===== src/rtl/calc_pkg.sv =====
// Shared definitions for the calc_hist calculator: opcodes, FSM states
// and a constant-foldable clog2 helper.
package calc_pkg;

  typedef enum logic [2:0] {
    OP_SRL  = 3'b000,
    OP_SLL  = 3'b001,
    OP_ADD  = 3'b010,
    OP_SUB  = 3'b011,
    OP_MUL  = 3'b100,
    OP_NOR  = 3'b101,
    OP_NAND = 3'b110,
    OP_XOR  = 3'b111
  } op_e;

  typedef enum logic [1:0] {
    IDLE = 2'd0,
    EXEC = 2'd1,
    MUL  = 2'd2
  } state_e;

  function automatic int unsigned clog2(input int unsigned v);
    int unsigned r;
    r = 0;
    while ((32'd1 << r) < v) r++;
    return r;
  endfunction

endpackage


===== src/rtl/calc_mul_seq.sv =====
// Sequential shift-add multiplier: loads on start_i, runs WIDTH iterations,
// and raises done_o during the last one with the final 2*WIDTH product.
module calc_mul_seq
  import calc_pkg::*;
#(
  parameter int unsigned WIDTH = 16
) (
  input  logic               clk,
  input  logic               rst_n,
  input  logic               start_i,
  input  logic [WIDTH-1:0]   a_i,
  input  logic [WIDTH-1:0]   b_i,
  output logic               done_o,
  output logic [2*WIDTH-1:0] prod_o
);

  localparam int unsigned CW = clog2(WIDTH);

  logic [2*WIDTH-1:0] mcand_q, mcand_d, prod_q, prod_d;
  logic [WIDTH-1:0]   mplier_q, mplier_d;
  logic [CW-1:0]      cnt_q, cnt_d;
  logic               run_q, run_d;

  always_comb begin
    mcand_d  = mcand_q;
    mplier_d = mplier_q;
    prod_d   = prod_q;
    cnt_d    = cnt_q;
    run_d    = run_q;
    if (start_i) begin
      mcand_d  = {{WIDTH{1'b0}}, a_i};
      mplier_d = b_i;
      prod_d   = '0;
      cnt_d    = '0;
      run_d    = 1'b1;
    end else if (run_q) begin
      if (mplier_q[0]) prod_d = prod_q + mcand_q;
      mcand_d  = mcand_q << 1;
      mplier_d = mplier_q >> 1;
      cnt_d    = cnt_q + CW'(1);
      if (cnt_q == CW'(WIDTH - 1)) run_d = 1'b0;
    end
  end

  always_ff @(posedge clk or negedge rst_n) begin
    if (!rst_n) begin
      mcand_q  <= '0;
      mplier_q <= '0;
      prod_q   <= '0;
      cnt_q    <= '0;
      run_q    <= 1'b0;
    end else begin
      mcand_q  <= mcand_d;
      mplier_q <= mplier_d;
      prod_q   <= prod_d;
      cnt_q    <= cnt_d;
      run_q    <= run_d;
    end
  end

  // The product handed out includes the final iteration so the parent can commit on that edge.
  assign done_o = run_q && (cnt_q == CW'(WIDTH - 1));
  assign prod_o = prod_d;

endmodule


===== src/rtl/calc_hist.sv =====
// Push-button accumulator calculator with edge-detected buttons, sequential
// multiplier, ovf/zero flags and an undo history built when CALC_HIST_UNDO_EN is defined.
module calc_hist
  import calc_pkg::*;
#(
  parameter int unsigned WIDTH      = 16,
  parameter int unsigned HIST_DEPTH = 8
) (
  input  logic                              clk,
  input  logic                              btnac_n,
  input  logic                              btnc,
  input  logic                              btnu,
  input  logic                              btnl,
  input  logic                              btnr,
  input  logic                              btnd,
  input  logic [WIDTH-1:0]                  sw,
  output logic [WIDTH-1:0]                  led,
  output logic                              busy,
  output logic                              ovf,
  output logic                              zero,
  output logic [clog2(HIST_DEPTH+1)-1:0]    hist_cnt
);

  localparam int unsigned HCW = clog2(HIST_DEPTH + 1);

  state_e             state_q, state_d;
  op_e                op_q, op_d, op_in;
  logic [WIDTH-1:0]   b_q, b_d, acc_q, acc_d;
  logic               ovf_q, ovf_d;
  logic               btnc_q, btnu_q, exec_edge, undo_edge;
  logic               mul_start, mul_done, push, pop, undo_ok;
  logic [2*WIDTH-1:0] mul_prod;
  logic [WIDTH-1:0]   alu_res, hist_top;
  logic               alu_ovf;
  logic [WIDTH:0]     wide;

  assign exec_edge = btnc & ~btnc_q;
  assign undo_edge = btnu & ~btnu_q;
  assign op_in     = op_e'({btnl, btnr, btnd});

  calc_mul_seq #(.WIDTH(WIDTH)) u_mul (
    .clk     (clk),
    .rst_n   (btnac_n),
    .start_i (mul_start),
    .a_i     (acc_q),
    .b_i     (sw),
    .done_o  (mul_done),
    .prod_o  (mul_prod)
  );

  // Shift amounts >= WIDTH yield zero through the shift operators themselves.
  always_comb begin
    alu_res = '0;
    alu_ovf = 1'b0;
    wide    = '0;
    unique case (op_q)
      OP_SRL:  alu_res = acc_q >> b_q;
      OP_SLL:  alu_res = acc_q << b_q;
      OP_ADD: begin
        wide    = {1'b0, acc_q} + {1'b0, b_q};
        alu_res = wide[WIDTH-1:0];
        alu_ovf = wide[WIDTH];
      end
      OP_SUB: begin
        wide    = {1'b0, acc_q} - {1'b0, b_q};
        alu_res = wide[WIDTH-1:0];
        alu_ovf = wide[WIDTH];
      end
      OP_NOR:  alu_res = ~(acc_q | b_q);
      OP_NAND: alu_res = ~(acc_q & b_q);
      OP_XOR:  alu_res = acc_q ^ b_q;
      default: alu_res = '0;
    endcase
  end

  always_comb begin
    state_d   = state_q;
    op_d      = op_q;
    b_d       = b_q;
    acc_d     = acc_q;
    ovf_d     = ovf_q;
    mul_start = 1'b0;
    push      = 1'b0;
    pop       = 1'b0;
    unique case (state_q)
      IDLE: begin
        if (exec_edge) begin
          op_d      = op_in;
          b_d       = sw;
          mul_start = (op_in == OP_MUL);
          state_d   = (op_in == OP_MUL) ? MUL : EXEC;
        end else if (undo_edge && undo_ok) begin
          acc_d = hist_top;
          ovf_d = 1'b0;
          pop   = 1'b1;
        end
      end
      EXEC: begin
        acc_d   = alu_res;
        ovf_d   = alu_ovf;
        push    = 1'b1;
        state_d = IDLE;
      end
      MUL: begin
        if (mul_done) begin
          acc_d   = mul_prod[WIDTH-1:0];
          ovf_d   = |mul_prod[2*WIDTH-1:WIDTH];
          push    = 1'b1;
          state_d = IDLE;
        end
      end
      default: state_d = IDLE;
    endcase
  end

  always_ff @(posedge clk or negedge btnac_n) begin
    if (!btnac_n) begin
      state_q <= IDLE;
      op_q    <= OP_SRL;
      b_q     <= '0;
      acc_q   <= '0;
      ovf_q   <= 1'b0;
      btnc_q  <= 1'b1;
      btnu_q  <= 1'b1;
    end else begin
      state_q <= state_d;
      op_q    <= op_d;
      b_q     <= b_d;
      acc_q   <= acc_d;
      ovf_q   <= ovf_d;
      btnc_q  <= btnc;
      btnu_q  <= btnu;
    end
  end

`ifdef CALC_HIST_UNDO_EN
  localparam int unsigned PW = clog2(HIST_DEPTH);

  logic [WIDTH-1:0] hist_mem_q [HIST_DEPTH];
  logic [PW-1:0]    wr_ptr_q, top_ptr;
  logic [HCW-1:0]   hist_cnt_q;

  // wr_ptr_q points at the next free slot; the newest entry sits just below it.
  assign top_ptr  = (wr_ptr_q == '0) ? PW'(HIST_DEPTH - 1) : wr_ptr_q - PW'(1);
  assign undo_ok  = (hist_cnt_q != '0);
  assign hist_top = hist_mem_q[top_ptr];
  assign hist_cnt = hist_cnt_q;

  always_ff @(posedge clk) begin
    if (push) hist_mem_q[wr_ptr_q] <= acc_q;
  end

  always_ff @(posedge clk or negedge btnac_n) begin
    if (!btnac_n) begin
      wr_ptr_q   <= '0;
      hist_cnt_q <= '0;
    end else if (push) begin
      wr_ptr_q <= (wr_ptr_q == PW'(HIST_DEPTH - 1)) ? '0 : wr_ptr_q + PW'(1);
      if (hist_cnt_q != HCW'(HIST_DEPTH)) hist_cnt_q <= hist_cnt_q + HCW'(1);
    end else if (pop) begin
      wr_ptr_q   <= top_ptr;
      hist_cnt_q <= hist_cnt_q - HCW'(1);
    end
  end
`else
  logic unused_hist;

  assign undo_ok     = 1'b0;
  assign hist_top    = '0;
  assign hist_cnt    = '0;
  assign unused_hist = ^{push, pop};
`endif

  assign led  = acc_q;
  assign busy = (state_q != IDLE);
  assign ovf  = ovf_q;
  assign zero = (acc_q == '0);

endmodule


===== config.mk =====
export PLATFORM = sky130hd
export DESIGN_NAME = calc_hist
export DESIGN_NICKNAME = d
export VERILOG_FILES = /design/src/rtl/calc_pkg.sv /design/src/rtl/calc_mul_seq.sv /design/src/rtl/calc_hist.sv
export SDC_FILE = /design/constraint.sdc
export NUM_CORES = 1
export LEC_CHECK = 0
export ABC_CLOCK_PERIOD_IN_PS = 10350
export CORE_UTILIZATION = 30
export CTS_BUF_LIST = sky130_fd_sc_hd__clkbuf_8
export CTS_CLUSTER_DIAMETER = 40
export DETAILED_ROUTE_END_ITERATION = 10
export SYNTH_ARGS = -nofsm -noshare
export SYNTH_HDL_FRONTEND = slang
export SYNTH_HIERARCHICAL = 1
export SYNTH_SLANG_ARGS = --single-unit

===== constraint.sdc =====
create_clock -name clk -period 10.35 [get_ports clk]
set_input_delay 1.5525 -clock clk [delete_from_list [all_inputs] [get_ports clk]]
set_output_delay 1.5525 -clock clk [all_outputs]
set_load 0.01 [all_outputs]

==> results of run 1 <==
[how the worst max path moves through the flow]
stage | depth (start not counted) | to | slack, ns
2_1_floorplan | 11 | led[13] | 6.12
3_3_place_gp | 13 | ovf | 4.83
3_5_place_dp | 13 | ovf | 4.81
4_1_cts | 13 | ovf | 5.28
5_1_grt | 13 | ovf | 4.77
6_report | 13 | ovf | 5.23
[logic make-up (layout without fill, tap and decap cells)]
family	Yosys count	after routing	share of synthesized area (%)
AO/OA/AOI/OAI	395	395	24.5
XOR/XNOR	39	39	3.15
adder cells (fa/ha/maj)	88	88	10.3
buffers and inverters	135	139	5.41
flip-flops	124	124	28.6
multiplexers	106	106	11.7
other	1	4	0.0345
AND/OR/NAND/NOR	374	374	16.2
[sequential cells by signal, indices dropped and copies added, names as in the netlist]
signal          cells
u_mul/mplier_q     16
led                16
b_q                16
u_mul/cnt_q         4
u_mul/prod_q       32
ovf                 1
op_q                3
u_mul/mcand_q      32
u_mul/run_q         1
state_q             2
btnc_q              1
[layer usage]
metal	GRT usage (%)	part of all wire [%]	vias to the layer above
met3	3.27	4.9	35
met2	29.2	46	254
met5	0.549	0	-
met1	25.2	47	4729
li1	-	-	4633
met4	5.60	2.0	0
[critical path, stage by stage]
cell and delay [ns]:
clkdlybuf4s50_1 0.47, nor3b_2 0.16, buf_4 0.35, and2_4 0.40
buf_4 0.72, inv_1 0.40, nand2_1 0.24, o21ai_0 0.15
nor4_1 0.39, and3_1 0.28, a31oi_1 0.10, a21oi_1 0.15
a31oi_1 0.06
[through the flow]
step                cell area [sq um]  util, %  power (W)  std cells
global placement                11600     32.6    0.00320       1699
floorplan                       10900        -    0.00260       1265
CTS                             12000     33.6    0.00366       1730
global route                    12000     33.6    0.00397       1730
detailed placement              11600     32.6    0.00323       1699
finish                          12000     33.6    0.00367       1730
[synth_stat cells, types with 10 or more instances]
| cell | instances |
|---|---|
| nor2b_1 | 16 |
| mux2_2 | 19 |
| a221oi_1 | 28 |
| ha_1 | 85 |
| a211oi_1 | 31 |
| clkbuf_1 | 61 |
| o211ai_1 | 10 |
| or3_1 | 13 |
| inv_1 | 47 |
| a221o_1 | 11 |
| a21oi_1 | 93 |
| nor4_1 | 13 |
| mux4_2 | 15 |
| nor2_1 | 97 |
| xor2_1 | 19 |
| nor3_1 | 21 |
| nand2b_1 | 12 |
| nand3_1 | 21 |
| nand2_1 | 136 |
| a21o_1 | 23 |
| a31oi_1 | 10 |
| dfrtp_1 | 123 |
| xnor2_1 | 20 |
| mux2i_1 | 71 |
| o21ai_0 | 106 |
[where the power goes]
part | leakage [nW] | internal [W] | total [W] | switching [W]
clock network | 0.186 | 0.000199 | 0.000410 | 0.000211
logic | 3.37 | 0.000972 | 0.00233 | 0.00136
registers | 1.57 | 0.000670 | 0.000933 | 0.000263
[cell type report]
class / count / share of cell area [%]
multi-input cells: 1006 / 60.1
flip-flops and latches: 124 / 26.0
well taps: 461 / 4.82
repair buffers: 57 / 4.43
clock buffers: 19 / 2.19
inverters: 51 / 1.60
clock inverters: 12 / 0.847
==> Flow_metrics.wiki, run 1 <==
{| class="wikitable"
! Metric !! Value
|-
| Run status || complete, no violations
|-
| Net count reported at finish || 1,368
|-
| Required time reported for the critical path endpoint || 10.67 ns
|-
| Overall global routing resource usage || 18.4%
|-
| Initial DRC count || 843
|-
| Smallest hold slack || 0.513 ns
|-
| End of the worst register-to-register path || led[14]
|-
| Sort of element at the end of the critical path || register
|-
| Post-CTS Setup Inserts || 0
|-
| Dpl hpwl || 23,900 um
|-
| Post-Route Setup TNS || 0 ns
|-
| Post-CTS Hold Fix Bufs || 0
|-
| Port buffer count || 40
|-
| Endpoint, Worst Hold || u_mul/mplier_q[15]
|-
| Cell area power density || 307 mW/mm^2
|-
| Final weighted congestion of routability-driven global placement || 0.936
|-
| Arrival time at the worst endpoint || 5.44 ns
|-
| Share of post-route cells with drive strength above 1 || 9.06%
|-
| R2R cell count || 10
|-
| Number of violations of the max-capacitance limit || 0
|-
| Launching instance or port of the critical path || btnc
|-
| Leakage power || 5.12 nW
|-
| Type of the most critical hold path || reg -> reg
|-
| Post-synthesis async set-or-reset flop share || 100%
|-
| Area fraction of the dominant cell type after synthesis || 28.3%
|-
| Final routed wire length divided by cell count || 19.2 um
|-
| # IOs || 46
|-
| Number of failing hold endpoints at the final stage || 0
|-
| Number of filler instances in the final layout || 3,808
|-
| Pre-antenna DRT Iters || 5
|-
| Antenna violations before repair || 0
|-
| CTS resizes || 0
|-
| Max-slew headroom || 32.6%
|-
| Clock insertion delay at the later pin of the skew report || 0.46 ns
|-
| Number of clock buffers inserted by TritonCTS || 17
|-
| Library cell with the largest summed area after synthesis || dfrtp_1
|-
| Post-synth cell types || 90
|-
| Share of the clock period used by the worst path after layout || 49.4%
|-
| Shortest clock period the worst path allows after layout || 5.12 ns
|-
| Area overhead of the layout relative to synthesis || 10.1%
|-
| Area of the core region || 0.0356 sq mm
|-
| Flip-flop and latch count after synthesis || 124
|-
| Category of the most critical setup path || in -> reg
|-
| Routed WL || 33,200 um
|-
| Site row count || 69
|-
| Sequential area share after synthesis || 28.6%
|-
| Number of clock sinks seen by CTS || 124
|-
| Vias in the first global route || 9,377
|-
| Final setup violating endpoints || 0
|-
| Floorplan die width || 192 um
|-
| Hold Startpoint || u_mul/mplier_q[15]
|-
| DRC violation count after routing || 0
|-
| Final antenna-violating net count || 0
|-
| Total Die Area || 0.0370 sq mm
|-
| Total area of sequential cells || 0.00311 sq mm
|-
| Wire length of the first global-routing pass || 53,200 um
|-
| Pin slew with the least headroom to its limit || 1.00 ns
|-
| Minimum setup slack in the final design || 5.23 ns
|-
| Maximum number of pins on one net before global-route repair || 91
|-
| Worst Hold Path Cells || 1
|-
| Total congestion overflow || 0
|-
| Reg2Reg Setup Slack || 6.00 ns
|-
| Highest clock rate || 195 MHz
|-
| Max-slew violation count || 0
|-
| CTS tree || yes
|-
| Worst clock skew || 0.0191 ns
|-
| Footprint of the multi-input gates || 0.00719 sq mm
|-
| Count of vias placed by the detailed router || 9,651
|-
| Leading cell types in the layout, fill and taps excluded || nand2_1 (136), dfrtp_1 (121), o21ai_0 (106)
|-
| Detailed-route vias per instance || 5.58
|-
| Synth area leaders || dfrtp_1 (28%), ha_1 (9.8%), mux2i_1 (6.5%), o21ai_0 (4.9%), nand2_1 (4.7%)
|-
| Post-Syn Instances || 1,262
|-
| Clock Tree Root || clkbuf_8
|-
| Post-CTS clock slew at the launch and capture registers of the worst setup and hold paths || 0.08 ns
|-
| Top_reg_cell synth || dfrtp_1
|-
| Post-placement setup slack || 4.81 ns
|-
| Post-Syn Area || 0.0109 sq mm
|-
| CTS H-tree lvls || 4
|-
| Number of flops mapped to enable cells by yosys || 0
|-
| Synthesized area per cell || 8.61 sq um
|-
| CTS max path bufs || 2
|-
| RSZ-0062 raised after global routing || false
|-
| Crit start category || input pin
|-
| RR Startpoint || b_q[2]
|-
| Die H || 192 um
|-
| Count of inserted antenna diode cells || 0
|-
| Leading cell type in the layout, fill and taps excluded || nand2_1
|-
| Yosys Warn Count || 6
|-
| Critical path fanouts, max || 90
|-
| Worst vdd rail ir drop || 111 uV
|-
| Initial Util || 30.5%
|}
Power figures use the tool's default switching activity.
==> run 2, diff against run 1 <==
ABC_CLOCK_PERIOD_IN_PS = 5400   (was 10350)
clock period = 5.4 ns   (was 10.35 ns; I/O delays follow)
==> Flow_metrics.wiki, run 2 (same netlist as run 1, synthesis figures left out) <==
{| class="wikitable"
! Metric !! Value
|-
| Count of vias placed by the detailed router || 9,658 (was 9,651)
|-
| Leakage power || 5.17 nW (was 5.12 nW)
|-
| Critical Path, Cell by Cell || ha_1 > a2111oi_0 > o21ai_0 > a221oi_4 > a211oi_2 > a2111oi_4 > o2111ai_1 > o211ai_1 > mux2i_1 > mux2_1 > nor4_1 > and3_1 > a31oi_1 > a21oi_1 > a31oi_1 (was clkdlybuf4s50_1 > nor3b_2 > buf_4 > and2_4 > buf_4 > inv_1 > nand2_1 > o21ai_0 > nor4_1 > and3_1 > a31oi_1 > a21oi_1 > a31oi_1)
|-
| Detailed-route vias per instance || 5.57 (was 5.58)
|-
| Total Die Area || 0.0370 sq mm (unchanged)
|-
| Run status || complete, no violations (unchanged)
|-
| Post-Route Setup TNS || 0 ns (unchanged)
|-
| Count of inserted antenna diode cells || 0 (unchanged)
|-
| Most prevalent standard cell on the critical path || a31oi_1
|-
| Slowest cell delay on critical path || 0.48 ns (was 0.72 ns)
|-
| Post-placement setup slack || 1.14 ns (was 4.81 ns)
|-
| Share of the clock period used by the worst path after layout || 80.7%
|-
| Vias in the first global route || 9,691 (was 9,377)
|-
| Sort of element at the end of the critical path || register (unchanged)
|-
| Port buffer count || 40 (unchanged)
|-
| Cell area power density || 598 mW/mm^2 (was 307 mW/mm^2)
|-
| Net switching component of the power || 0.00354 W (was 0.00183 W)
|-
| Crit start category || register (was input pin)
|-
| Worst clock skew || 0.0236 ns (was 0.0191 ns)
|-
| Floorplan die width || 192 um (unchanged)
|-
| Antenna violations before repair || 0 (unchanged)
|-
| Initial Util || 30.5% (unchanged)
|-
| Wire length of the first global-routing pass || 54,800 um (was 53,200 um)
|-
| Arrival time at the worst endpoint || 4.68 ns (was 5.44 ns)
|-
| Initial DRC count || 767 (was 843)
|-
| Clock share of power || 13.2% (was 11.2%)
|-
| DRC violation count after routing || 0 (unchanged)
|-
| Minimum setup slack in the final design || 1.04 ns (was 5.23 ns)
|-
| Number of clock buffers inserted by TritonCTS || 17 (unchanged)
|-
| Number of violations of the max-capacitance limit || 0 (unchanged)
|-
| Required time reported for the critical path endpoint || 5.72 ns (was 10.67 ns)
|-
| CTS H-tree lvls || 4 (unchanged)
|-
| Critical path fanouts, max || 5 (was 90)
|-
| Max-slew headroom || 26.9% (was 32.6%)
|-
| Largest registers in the final layout || u_mul/mcand_q: 32 flops, u_mul/prod_q: 32 flops (unchanged)
|-
| Type of the most critical hold path || in -> async (was reg -> reg)
|-
| RR Startpoint || u_mul/mcand_q[6] (was b_q[2])
|-
| RSZ-0062 raised after global routing || false (unchanged)
|-
| Final setup violating endpoints || 0 (unchanged)
|-
| Total congestion overflow || 0 (unchanged)
|-
| Category of the most critical setup path || reg -> reg (was in -> reg)
|-
| Max-slew violation count || 0 (unchanged)
|-
| CTS tree || yes (unchanged)
|-
| Max stage delay cell, worst path || a2111oi_0 (was buf_4)
|-
| Post-CTS Hold Fix Bufs || 0 (unchanged)
|-
| Final routed wire length divided by cell count || 19.5 um (was 19.2 um)
|-
| Area overhead of the layout relative to synthesis || 11.0% (was 10.1%)
|-
| Leading cell types in the layout, fill and taps excluded || nand2_1 (136), dfrtp_1 (121), o21ai_0 (106) (unchanged)
|-
| Site row count || 69 (unchanged)
|-
| Pin slew with the least headroom to its limit || 1.09 ns (was 1.00 ns)
|-
| Pre-antenna DRT Iters || 5 (unchanged)
|-
| Net count reported at finish || 1,371 (was 1,368)
|-
| Die H || 192 um (unchanged)
|-
| Highest clock rate || 229 MHz
|-
| Clock Tree Root || clkbuf_8 (unchanged)
|-
| Final antenna-violating net count || 0 (unchanged)
|-
| CTS resizes || 0 (unchanged)
|-
| Number of failing hold endpoints at the final stage || 0 (unchanged)
|-
| Final weighted congestion of routability-driven global placement || 0.945 (was 0.936)
|-
| Family of cells with the greatest summed delay on the critical path || compound AO/OA/AOI/OAI gates (was buffers and inverters)
|-
| Dpl hpwl || 24,300 um (was 23,900 um)
|-
| Switching share of power || 49.1% (was 49.9%)
|-
| Worst vdd rail ir drop || 171 uV (was 111 uV)
|-
| Maximum number of pins on one net before global-route repair || 82 (was 91)
|-
| Clock insertion delay at the later pin of the skew report || 0.46 ns (about the same)
|-
| CTS max path bufs || 2 (unchanged)
|-
| Launching instance or port of the critical path || u_mul/mcand_q[6] (was btnc)
|-
| Routed WL || 33,800 um (was 33,200 um)
|-
| Share of post-route cells with drive strength above 1 || 9.27% (was 9.06%)
|-
| # IOs || 46 (unchanged)
|-
| Total buffers and inverters traversed by the critical path || 0 (was 4)
|-
| Internal power component || 0.00367 W (was 0.00184 W)
|-
| Post-CTS clock slew at the launch and capture registers of the worst setup and hold paths || 0.08 ns (about the same)
|-
| Fraction of power consumed by sequential logic || 25.7% (was 25.4%)
|-
| Post-CTS Setup Inserts || 0 (unchanged)
|-
| Power share of the combinational group || 61.0% (was 63.5%)
|-
| Area of the core region || 0.0356 sq mm (unchanged)
|-
| Leading cell type in the layout, fill and taps excluded || nand2_1 (unchanged)
|-
| Number of clock sinks seen by CTS || 124 (unchanged)
|-
| Shortest clock period the worst path allows after layout || 4.36 ns
|-
| Overall global routing resource usage || 19.0% (was 18.4%)
|}
[run 2: cell types whose count changed in the layout (fill, tap and decap cells not counted)]
| cell | delta |
|---|---|
| bufinv_16 | +3 |
| inv_1 | +1 |
| inv_6 | +1 |
| clkinv_2 | -1 |
| buf_4 | +3 |
| clkinv_4 | -2 |
| clkinvlp_4 | -1 |
[run 2: power by group through the flow]
stage	combinational (W)	sequential, W	clock, W
floorplan	0.00339	0.00160	0
global route	0.00486	0.00191	0.00101
finish	0.00440	0.00186	0.000953
global placement	0.00429	0.00186	0
CTS	0.00436	0.00185	0.000978
detailed placement	0.00433	0.00186	0
[run 2: layer usage]
layer	track usage (%)	share of wire (%)	vias to the layer above
met4	7.48	3.0	0
met2	30.8	46	270
met5	0	0	-
met3	2.98	4.8	55
li1	-	-	4633
met1	25.2	46	4700
[run 2: area by class of cell]
cell class	instances	area, sq um
Fill cell	3745	23500
Multi-Input combinational cell	1006	7190
Sequential cell	124	3110
Tap cell	461	577
Timing Repair Buffer	60	552
Clock buffer	19	262
Inverter	51	191
Clock inverter	13	174
[run 2: final timing paths]
path / endpoint / slack [ns] / cells after the start
min in group clk: u_mul/mplier_q[15] / 0.53 / 1
hold / removal: u_mul/prod_q[22] / 0.41 / 1
max in group asynchronous: u_mul/run_q / 3.82 / 2
hold reg to reg: u_mul/mplier_q[15] / 0.53 / 1
setup / recovery: ovf / 1.04 / 15
setup reg to reg: ovf / 1.04 / 15
[run 2: stage by stage]
step	power (W)	utilization (%)	area (sq um)	instances	hold WS, ns
after floorplan	0.00499	-	10900	1265	0.466
after global placement	0.00614	32.7	11600	1702	0.490
after detailed placement	0.00620	32.7	11600	1702	0.506
after CTS	0.00718	33.9	12100	1734	0.412
after global routing	0.00778	33.9	12100	1734	0.440
final	0.00721	33.9	12100	1734	0.408
[run 2: worst reg2reg max path: stages (launching register included)]
cell,delay (ns)
dfrtp_1,0.40
ha_1,0.38
a2111oi_0,0.48
o21ai_0,0.28
a221oi_4,0.39
a211oi_2,0.16
a2111oi_4,0.47
o2111ai_1,0.19
o211ai_1,0.14
mux2i_1,0.22
mux2_1,0.36
nor4_1,0.26
and3_1,0.22
a31oi_1,0.09
a21oi_1,0.15
a31oi_1,0.05
==> run 3, diff against run 2 <==
ABC_CLOCK_PERIOD_IN_PS = 4400   (was 5400)
clock period = 4.4 ns   (was 5.4 ns; I/O delays follow)
==> Flow_metrics.wiki, run 3 (same netlist as run 1, synthesis figures left out) <==
{| class="wikitable"
! Metric !! Value
|-
| Clock insertion delay at the later pin of the skew report || 0.46 ns (about the same)
|-
| Share of the clock period used by the worst path after layout || 90.9% (was 80.7%)
|-
| Pre-antenna DRT Iters || 5 (unchanged)
|-
| Count of vias placed by the detailed router || 9,849 (was 9,658)
|-
| DRC violation count after routing || 0 (unchanged)
|-
| Highest clock rate || 250 MHz (was 229 MHz)
|-
| Fraction of met2 tracks used by global routing || 30.6% (was 30.8%)
|-
| Required time reported for the critical path endpoint || 4.72 ns (was 5.72 ns)
|-
| Sort of element at the end of the critical path || register (unchanged)
|-
| Number of clock buffers inserted by TritonCTS || 17 (unchanged)
|-
| Wire length of the first global-routing pass || 55,000 um (was 54,800 um)
|-
| Final antenna-violating net count || 0 (unchanged)
|-
| Cell area power density || 728 mW/mm^2 (was 598 mW/mm^2)
|-
| Max stage delay cell, worst path || a2111o_1 (was a2111oi_0)
|-
| CTS tree || yes (unchanged)
|-
| Antenna violations before repair || 0 (unchanged)
|-
| # placed instances || 1,720 (was 1,702)
|-
| Area overhead of the layout relative to synthesis || 12.0% (was 11.0%)
|-
| Leading cell types in the layout, fill and taps excluded || nand2_1 (136), dfrtp_1 (121), o21ai_0 (105) (was nand2_1 (136), dfrtp_1 (121), o21ai_0 (106))
|-
| Post-CTS clock slew at the launch and capture registers of the worst setup and hold paths || 0.09 ns (was 0.08 ns)
|-
| Post-route standard cell area excluding fillers || 0.0122 sq mm (was 0.0121 sq mm)
|-
| Total Die Area || 0.0370 sq mm (unchanged)
|-
| Maximum number of pins on one net before global-route repair || 60 (was 82)
|-
| Arrival time at the worst endpoint || 4.32 ns (was 4.68 ns)
|-
| Leading cell type in the layout, fill and taps excluded || nand2_1 (unchanged)
|-
| Fraction of met1 tracks used by global routing || 26.4% (was 25.2%)
|-
| RSZ-0062 raised after global routing || false (unchanged)
|-
| Floorplan die width || 192 um (unchanged)
|-
| Worst vdd rail ir drop || 267 uV (was 171 uV)
|-
| Detailed-route vias per instance || 5.62 (was 5.57)
|-
| Site row count || 69 (unchanged)
|-
| Clock Tree Root || clkbuf_8 (unchanged)
|-
| Post-CTS Setup Inserts || 0 (unchanged)
|-
| Crit start category || register (unchanged)
|-
| Category of the most critical setup path || reg -> reg (unchanged)
|-
| Initial Util || 30.5% (unchanged)
|-
| Dpl hpwl || 25,300 um (was 24,300 um)
|-
| Most heavily used metal layer in global routing || met2 (unchanged)
|-
| Number of clock sinks seen by CTS || 124 (unchanged)
|-
| Worst clock skew || 0.0184 ns (was 0.0236 ns)
|-
| CTS H-tree lvls || 4 (unchanged)
|-
| Type of the most critical hold path || in -> async (unchanged)
|-
| Largest registers in the final layout || u_mul/mcand_q: 32 flops, u_mul/prod_q: 32 flops (unchanged)
|-
| Slowest cell delay on critical path || 0.43 ns (was 0.48 ns)
|-
| Max-slew headroom || 28.3% (was 26.9%)
|-
| Run status || complete, no violations (unchanged)
|-
| Post-Route Setup TNS || 0 ns (unchanged)
|-
| Final weighted congestion of routability-driven global placement || 0.931 (was 0.945)
|-
| Area of the core region || 0.0356 sq mm (unchanged)
|-
| Share of post-route cells with drive strength above 1 || 10.8% (was 9.27%)
|-
| Critical path fanouts, max || 5 (unchanged)
|-
| Met3 Use GR || 3.13% (was 2.98%)
|-
| Final setup violating endpoints || 0 (unchanged)
|-
| Critical Path, Cell by Cell || ha_1 > a2111o_1 > o2111a_1 > a221oi_4 > a211oi_2 > a2111oi_4 > o2111ai_1 > o211ai_1 > mux2i_1 > mux2_1 > nor4_1 > and3_1 > a31oi_1 > a21oi_1 > a31oi_1 (was ha_1 > a2111oi_0 > o21ai_0 > a221oi_4 > a211oi_2 > a2111oi_4 > o2111ai_1 > o211ai_1 > mux2i_1 > mux2_1 > nor4_1 > and3_1 > a31oi_1 > a21oi_1 > a31oi_1)
|-
| Reg2Reg Setup Slack || 0.40 ns (was 1.04 ns)
|-
| Total congestion overflow || 0 (unchanged)
|-
| # IOs || 46 (unchanged)
|-
| Number of violations of the max-capacitance limit || 0 (unchanged)
|-
| Net count reported at finish || 1,389 (was 1,371)
|-
| Leakage power || 5.23 nW (was 5.17 nW)
|-
| CTS max path bufs || 2 (unchanged)
|-
| Count of inserted antenna diode cells || 0 (unchanged)
|-
| Max-slew violation count || 0 (unchanged)
|-
| Number of failing hold endpoints at the final stage || 0 (unchanged)
|-
| Shortest clock period the worst path allows after layout || 4.00 ns (was 4.36 ns)
|-
| Smallest hold slack || 0.185 ns (was 0.408 ns)
|-
| Post-DP Area || 0.0118 sq mm (was 0.0116 sq mm)
|-
| Initial DRC count || 751 (was 767)
|-
| Final routed wire length divided by cell count || 19.7 um (was 19.5 um)
|-
| Vias in the first global route || 9,609 (was 9,691)
|-
| Number of standard cells in the layout, taps in and fillers out || 1,752 (was 1,734)
|-
| Overall global routing resource usage || 19.1% (was 19.0%)
|-
| Pin slew with the least headroom to its limit || 1.06 ns (was 1.09 ns)
|-
| Die H || 192 um (unchanged)
|-
| Most prevalent standard cell on the critical path || a31oi_1 (unchanged)
|-
| Port buffer count || 40 (unchanged)
|-
| Routed WL || 34,500 um (was 33,800 um)
|}
[run 3: cell types whose count changed in the layout (fill, tap and decap cells not counted), moves of 2 or more]
cell,change
buf_4,+18
bufinv_16,-2
clkinvlp_4,+3
inv_1,-2
[run 3: where the power goes]
group / leakage, nW / switching, W / internal, W
Sequential: 1.57 / 0.000622 / 0.00158
Combinational: 3.47 / 0.00325 / 0.00235
Clock: 0.189 / 0.000535 / 0.000518
Total: 5.23 / 0.00441 / 0.00444
[run 3: timing repair]
action                     CTS  global route
gates resized for setup      0             4
hold buffers                 0             0
setup endpoints to repair    0             1
[run 3: metal layers]
metal | wire (um) | up-vias
li1 | - | 4671
met1 | 15900 | 4836
met2 | 16000 | 299
met3 | 1900 | 43
met4 | 724 | 0
met5 | 0 | -
[run 3: per-stage QoR]
step	total power (W)	utilization, %	setup slack, ns
2_1_floorplan	0.00613	-	0.713
3_3_place_gp	0.00764	33.0	0.362
3_5_place_dp	0.00769	33.0	0.313
4_1_cts	0.00879	34.2	0.255
5_1_grt	0.00954	34.2	0.00674
6_report	0.00885	34.2	0.400
[run 3: final cells by class]
class | instances | area (sq um)
clock buffer | 18 | 248
clock inverter | 14 | 146
fill | 3721 | 23400
inverter | 51 | 191
multi-input combinational | 1006 | 7210
sequential | 124 | 3110
tap | 461 | 577
timing repair buffer | 78 | 687
[run 3: critical path, delay by kind of cell, from the launching register on]
family                   cells  cell delay, ns
flip-flops                   1            0.41
AO/OA/AOI/OAI               10            2.07
multiplexers                 2            0.58
AND/OR/NAND/NOR              2            0.43
adder cells (fa/ha/maj)      1            0.37
[run 3: path summary, 6_finish.rpt]
| check | from | endpoint | cells after the start |
|---|---|---|---|
| worst max-delay path | u_mul/mcand_q[6] | ovf | 15 |
| worst min-delay path | btnac_n | u_mul/mcand_q[20] | 1 |
| worst max register to register | u_mul/mcand_q[6] | ovf | 15 |
| worst min register to register | u_mul/mplier_q[15] | u_mul/mplier_q[15] | 1 |
| max in group asynchronous | btnac_n | btnc_q | 2 |
| min in group clk | u_mul/mplier_q[15] | u_mul/mplier_q[15] | 1 |
